## src/rtl/inbox_fifo_pkg.sv

```systemverilog
// inbox_fifo_pkg: shared data-word width and default queue depth for the inbox FIFO
package inbox_fifo_pkg;
   localparam int DATA_WIDTH    = 8;
   localparam int DEFAULT_DEPTH = 16;
endpackage

```

## src/rtl/fifo_regfile.sv

```systemverilog
// fifo_regfile: DEPTH x WIDTH storage, one synchronous write port, one asynchronous read port, no reset
// Ports: clk; we/waddr/wdata write port; raddr/rdata combinational read port.
module fifo_regfile #(
   parameter int DEPTH = 16,
   parameter int WIDTH = 8
) (
   input  logic                     clk,
   input  logic                     we,
   input  logic [$clog2(DEPTH)-1:0] waddr,
   input  logic [WIDTH-1:0]         wdata,
   input  logic [$clog2(DEPTH)-1:0] raddr,
   output logic [WIDTH-1:0]         rdata
);
   logic [WIDTH-1:0] mem_q [DEPTH];
   always_ff @(posedge clk)
      if (we) mem_q[waddr] <= wdata;
   assign rdata = mem_q[raddr];
endmodule

```

## src/rtl/inbox_fifo.sv

```systemverilog
// inbox_fifo: first-word-fall-through input queue feeding the INBOX instruction
// Ports: clk, i_rst_n (async active-low); clr sync flush; wr/data_in push side with full;
// rIn pop strobe with data_out head word and inEmpty; count occupancy; ovf/udf sticky error flags.
module inbox_fifo
   import inbox_fifo_pkg::*;
#(
   parameter int DEPTH = DEFAULT_DEPTH,
   parameter int WIDTH = DATA_WIDTH
) (
   input  logic                     clk,
   input  logic                     i_rst_n,
   input  logic                     clr,
   input  logic                     wr,
   input  logic [WIDTH-1:0]         data_in,
   output logic                     full,
   input  logic                     rIn,
   output logic [WIDTH-1:0]         data_out,
   output logic                     inEmpty,
   output logic [$clog2(DEPTH):0]   count,
   output logic                     ovf,
   output logic                     udf
);
   localparam int AW = $clog2(DEPTH);
   localparam int CW = AW + 1;
   logic [AW-1:0] wr_ptr_q, wr_ptr_d, rd_ptr_q, rd_ptr_d;
   logic [CW-1:0] count_q, count_d;
   logic          ovf_q, ovf_d, udf_q, udf_d;
   logic          push, pop;
   assign full    = count_q == CW'(DEPTH);
   assign inEmpty = count_q == '0;
   assign count   = count_q;
   assign ovf     = ovf_q;
   assign udf     = udf_q;
   // A pop frees the slot a full-cycle push writes into, so push is allowed when full if rIn is high.
   assign push = !clr && wr && (!full || rIn);
   assign pop  = !clr && rIn && !inEmpty;
   always_comb begin
      wr_ptr_d = clr ? '0 : wr_ptr_q + AW'(push);
      rd_ptr_d = clr ? '0 : rd_ptr_q + AW'(pop);
      count_d  = clr ? '0 : count_q + CW'(push) - CW'(pop);
      ovf_d    = !clr && (ovf_q || (wr && !push));
      udf_d    = !clr && (udf_q || (rIn && inEmpty));
   end
   always_ff @(posedge clk or negedge i_rst_n)
      if (!i_rst_n) begin
         wr_ptr_q <= '0;
         rd_ptr_q <= '0;
         count_q  <= '0;
         ovf_q    <= 1'b0;
         udf_q    <= 1'b0;
      end else begin
         wr_ptr_q <= wr_ptr_d;
         rd_ptr_q <= rd_ptr_d;
         count_q  <= count_d;
         ovf_q    <= ovf_d;
         udf_q    <= udf_d;
      end
   fifo_regfile #(.DEPTH(DEPTH), .WIDTH(WIDTH)) u_mem (
      .clk   (clk),
      .we    (push),
      .waddr (wr_ptr_q),
      .wdata (data_in),
      .raddr (rd_ptr_q),
      .rdata (data_out)
   );
`ifdef FORMAL
   always_comb begin
      assert (count_q <= CW'(DEPTH));
      assert (count_q == CW'(DEPTH) || count_q[AW-1:0] == AW'(wr_ptr_q - rd_ptr_q));
      assert (!(inEmpty && full));
   end
`endif
endmodule

```

## config.mk

```make
export PLATFORM = sky130hd
export DESIGN_NAME = inbox_fifo
export DESIGN_NICKNAME = d
export VERILOG_FILES = /design/src/rtl/inbox_fifo_pkg.sv /design/src/rtl/fifo_regfile.sv /design/src/rtl/inbox_fifo.sv
export SDC_FILE = /design/constraint.sdc
export NUM_CORES = 1
export LEC_CHECK = 0
export CORE_MARGIN = 2
export CORE_UTILIZATION = 60
export CTS_CLUSTER_SIZE = 25
export DETAILED_ROUTE_END_ITERATION = 10
export GPL_TIMING_DRIVEN = 0
export PLACE_DENSITY = 0.8
export SYNTH_ARGS = -nofsm -noshare
export SYNTH_HDL_FRONTEND = slang
export SYNTH_HIERARCHICAL = 1
export SYNTH_SLANG_ARGS = --single-unit
```

## constraint.sdc

```tcl
create_clock -name clk -period 4.5 [get_ports clk]
set_input_delay 0.9 -clock clk [delete_from_list [all_inputs] [get_ports clk]]
set_output_delay 0.9 -clock clk [all_outputs]
set_load 0.005 [all_outputs]
```

==> impl_metrics.tcl, run 1 <==
set metrics [dict create \
    outcome "complete, no violations" \
    wl_met3_um 753 \
    gp_congestion 0.7821 \
    reg2reg_setup_slack_ps 1550 \
    reg2reg_from "count[3]" \
    fin_nets 371 \
    ant_nets 0 \
    syn_avg_cell_area_um2 19.43 \
    grt_pass1_wl_um 17440 \
    powerDensity_nw_per_um2 486.3 \
    first_pass_iters 5 \
    dpl.hpwl_um 7116 \
    dp_slack_ps 1042 \
    core_um2 9328 \
    finalCritPeriodShare 0.8001 \
    hold_path_depth 2 \
    relSlewSlack 0.09941 \
    die_y_um 102.4 \
    cts_made_buffers 17 \
    start_kind "flip-flop" \
    synth-edff-count 128 \
    wirelength_um 11580 \
    min_period_ps 3600 \
    postLayoutSetupSlackWorst_ps 899.8 \
    die_area_um2 10490 \
    clockBufferDepth 2 \
    ys_ff_latch 143 \
    met2_length_um 6021 \
    crit_fanout 10 \
    hold_path.class "reg -> reg" \
    critPathKind "reg -> out" \
    cp_slowest_cell "mux4_1" \
    clock_skew_ps 8.975 \
    drive_above_1_share 0.1694 \
    crit_family "buffers and inverters" \
    cts_tree "yes" \
    vias_per_cell 6.211 \
    post_cts_resized 0 \
    ir_drop_uv 323.7 \
    die-width_um 102.4 \
    maxCapViolCount 0 \
    fin_cells 489 \
    cp_common_cell "buf_6" \
    fin_util 0.7298 \
    grt_max_degree 17 \
    p_total_mw 3.311 \
    synth.net_count 323 \
    rr_worst_depth 7 \
    worstPathCellList "buf_6 > buf_6 > mux4_1 > a22oi_1 > nand2_1 > clkdlybuf4s50_1" \
    synth_commonest_cells "edfxtp_1, nor2_1, mux4_2, a22oi_1, dfrtp_1" \
    start_util 0.6229 \
    hold_viol 0 \
    fillers 540 \
    area_growth_pct 17.16 \
    synthDistinctLibCells 31 \
    crit_buf_inv 3 \
    gr-total-overflow 0 \
    drc 0 \
    rsz0062_at_grt "no" \
    wl_per_cell_um 23.68 \
    crit_arrival_ps 2700 \
    synth_cells 299 \
    post_cts.repair.setup_buffers 0 \
    postCtsHoldBufs 0 \
    clk_latency_ps 520 \
    crit_path_end_kind "output port" \
    clk_pin_slew_ps 60 \
    yosysSeqAreaShare 0.7261 \
    hold_path_end "ovf" \
    slowest_delay_ps 590 \
    portBuffers 28 \
    synth_most_common_cell "edfxtp_1" \
    first_iter_violations 200 \
    syn_area_um2 5811 \
    routed.top_layer "met4" \
    grt_pass1_vias 3098 \
    dpl_cell_area_um2 6262 \
    netlist.area_leader.share 0.6615 \
    synth_flop_cell "edfxtp_1" \
    grtUsageTotal 0.2437 \
    hp-start "ovf" \
    hold_ws_ps 501.3 \
    setup-tns-final_ps 0 \
    dr_total_vias 3037 \
    diodes 0 \
    ys.warnings.count 6 \
    num_rows 35 \
    r2r-end "u_mem/mem_q[1][3]" \
    num_io_pins 30 \
    met1_length_um 4656 \
    place_inst 457 \
    stdcell_area_um2 6808 \
    synthArstFlopShare 0.1049 \
    synth_top_area_cell "edfxtp_1" \
    slew_viol_final 0 \
    finalSetupViolCount 0 \
    synth_area_leaders "edfxtp_1, mux4_2, dfrtp_1" \
    critPathRequiredTime_ps 3600 \
    fmax_mhz 277.8 \
    clock-root-buffer "clkbuf_8" \
    clock_sinks 143 \
    antenna_found_initial 0 \
    h-tree-depth 4 \
    p_leak_nw 2.307 \
    worst_pin_slew_ps 1341 \
]
==> layer usage <==
metal / up-vias / GRT usage
li1: 1300 / -
met1: 1585 / 0.3176
met2: 139 / 0.3922
met3: 13 / 0.07661
met4: 0 / 0.09128
met5: - / 0
==> worst register-to-register path, cell delays in order, from the launching register on <==
cell,delay (ps)
dfrtp_1,390
inv_1,80
ha_1,190
and4bb_1,240
nand2_1,100
and2_1,260
or3b_2,520
nor2_1,770
==> report_power, final <==
group,total (mW),internal [mW],switching [mW]
Clock,1.29,0.781,0.509
Combinational,0.506,0.274,0.232
Sequential,1.51,1.48,0.0323
==> logic make-up after synthesis <==
family          after synthesis  synth area share
simple gates                 64           0.05620
flops                       143            0.7261
compound gates               24           0.02950
xor+xnor                      6          0.009046
buf+inv                      19           0.02110
fa+ha+maj                    11           0.02498
mux                          32            0.1331
==> flip-flops by register name (all words and copies together), names as in the netlist <==
register     cells
count            5
ovf              1
rd_ptr_q         4
u_mem/mem_q    128
udf              1
wr_ptr_q         4
==> how the worst max path moves through the flow <==
stage / start / endpoint / slack, ps / cells after the start
floorplan: clr / count[4] / 1490 / 11
detailed placement: wr / u_mem/mem_q[1][1] / 1040 / 5
global route: rd_ptr_q[0] / data_out[5] / 830 / 6
CTS: rd_ptr_q[0] / data_out[5] / 890 / 6
finish: rd_ptr_q[0] / data_out[5] / 900 / 6
global placement: wr / u_mem/mem_q[0][2] / 640 / 5
==> cells in the final DEF, fill, tap and decap left out, types with 5 or more instances in the layout <==
cell type,count
a22oi_1,16
buf_2,6
clkbuf_16,16
clkdlybuf4s50_1,28
dfrtp_1,15
edfxtp_1,128
ha_1,10
inv_1,7
mux4_1,14
mux4_2,18
nand2_1,11
nand2b_1,5
nor2_1,23
nor2b_1,7
==> layout make-up <==
| cell class | count | area (um2) | area share |
|---|---|---|---|
| clock inverters | 12 | 120.1 | 0.01764 |
| well taps | 129 | 161.4 | 0.02371 |
| clock buffers | 20 | 425.4 | 0.06249 |
| flip-flops and latches | 143 | 4219 | 0.6197 |
| repair buffers | 29 | 285.3 | 0.04190 |
| inverters | 7 | 26.28 | 0.003860 |
| plain buffers | 12 | 96.34 | 0.01415 |
| multi-input cells | 137 | 1474 | 0.2165 |
Note: power is estimated with default switching activity, not from simulation.
==> inputs of run 2 (changes only) <==
Settings changed: CORE_UTILIZATION 60 to 59, PLACE_DENSITY 0.8 to 0.79.
Clock period 4.5 ns to 3.8 ns, I/O delays scaled along.
==> impl_metrics.tcl, run 2 (synthesized netlist as in run 1, its figures left out) <==
set metrics [dict create \
    worstPathCellList "buf_6 > buf_6 > mux4_1 > a22oi_1 > nand2_1 > clkdlybuf4s50_1" \
    critPathRequiredTime_ps 3040 \
    cp_common_cell "buf_6" \
    maxCapViolCount 0 \
    stdcell_area_um2 6895 \
    crit_arrival_ps 2690 \
    crit_fanout 10 \
    clock-root-buffer "clkbuf_8" \
    crit_start "rd_ptr_q[0]" \
    powerDensity_nw_per_um2 600.7 \
    grtUsageTotal 0.2344 \
    ir_drop_uv 353.0 \
    gp_congestion 0.8629 \
    outcome "complete, no violations" \
    postLayoutSetupSlackWorst_ps 345.5 \
    crit_buf_inv 3 \
    layout_commonest_cell "edfxtp_1" \
    antenna_found_initial 0 \
    clk_latency_ps 520 \
    cts_made_buffers 17 \
    final_cell_mix "edfxtp_1, clkdlybuf4s50_1, nor2_1" \
    post_cts_resized 0 \
    crit_path_end_kind "output port" \
    setup-tns-final_ps 0 \
    cp_slowest_cell "mux4_1" \
    p_leak_nw 2.333 \
    crit_family "buffers and inverters" \
    hold_path.class "reg -> reg" \
    finalCritPeriodShare 0.9091 \
    hold_viol 0 \
    fin_nets 370 \
    die_area_um2 10660 \
    first_pass_iters 6 \
    grt_max_degree 17 \
    vias_per_cell 6.201 \
    fin_cells 492 \
    finalSetupViolCount 0 \
    wirelength_um 11340 \
    clock_skew_ps 9.184 \
    num_io_pins 30 \
    relSlewSlack 0.1760 \
    diodes 0 \
    slew_viol_final 0 \
    rsz0062_at_grt "no" \
    postCtsHoldBufs 0 \
    start_kind "flip-flop" \
    drive_above_1_share 0.1755 \
    start_util 0.6000 \
    cts_tree "yes" \
    post_cts.repair.setup_buffers 0 \
    first_iter_violations 269 \
    largest-register "u_mem/mem_q" \
    worst_pin_slew_ps 1227 \
    place_inst 460 \
    grt_pass1_wl_um 16970 \
    area_growth_pct 18.67 \
    h-tree-depth 4 \
    gr-total-overflow 0 \
    wl_per_cell_um 23.04 \
    min_period_ps 3455 \
    clock_sinks 143 \
    num_rows 36 \
    portBuffers 28 \
    dpl_cell_area_um2 6257 \
    die-width_um 103.2 \
    die_y_um 103.2 \
    largest_reg_flops 128 \
    hp-start "ovf" \
    clockBufferDepth 2 \
    drc 0 \
    fmax_mhz 289.5 \
    ant_nets 0 \
    fin_util 0.7120 \
    core_um2 9684 \
    dr_total_vias 3051 \
    clk_pin_slew_ps 60 \
    fillers 575 \
    dpl.hpwl_um 7004 \
    reg2reg_from "count[3]" \
    grt_pass1_vias 2959 \
    slowest_delay_ps 630 \
    critPathKind "reg -> out" \
    dp_slack_ps 311.4 \
]
## run 2: cell type report
type,count,area [um2],area share
inverters,7,26.28,0.003811
clock buffers,18,417.9,0.06061
flip-flops and latches,143,4219,0.6119
multi-input cells,137,1474,0.2138
clock inverters,14,215.2,0.03121
repair buffers,28,280.3,0.04065
well taps,133,166.4,0.02413
plain buffers,12,96.34,0.01397
## run 2: through the flow
| step | power [mW] | hold WS, ps |
|---|---|---|
| finish | 4.142 | 513.3 |
| global placement | 2.410 | 482.3 |
| detailed placement | 2.425 | 498.7 |
| CTS | 4.164 | 505.7 |
| floorplan | 2.187 | 464.4 |
| global route | 4.297 | 516.3 |
## run 2: power by group
group | internal, mW | switching, mW
logic | 0.324 | 0.276
registers | 1.76 | 0.0401
clock network | 1.13 | 0.615
## run 2: path summary, 6_finish.rpt
kind,to,slack (ps),cells after the start
worst max-delay path,data_out[2],350,6
worst min-delay path,ovf,510,2
worst max register to register,u_mem/mem_q[0][4],710,7
worst min register to register,ovf,510,2
max in group asynchronous,udf,2710,1
min in group asynchronous,count[4],660,1
## run 2: layer usage
| metal | wire [um] | GRT usage |
|---|---|---|
| met1 | 4560 | 0.3160 |
| met2 | 5730 | 0.3761 |
| met3 | 819 | 0.06788 |
| met4 | 224 | 0.07591 |
| met5 | 0 | 0 |
## run 2: worst reg2reg max path: stages (launching register included)
cell	delay, ps
dfrtp_1	400
inv_1	80
ha_1	190
and4bb_1	230
nand2_1	80
and2_1	250
or3b_2	510
nor3_1	950
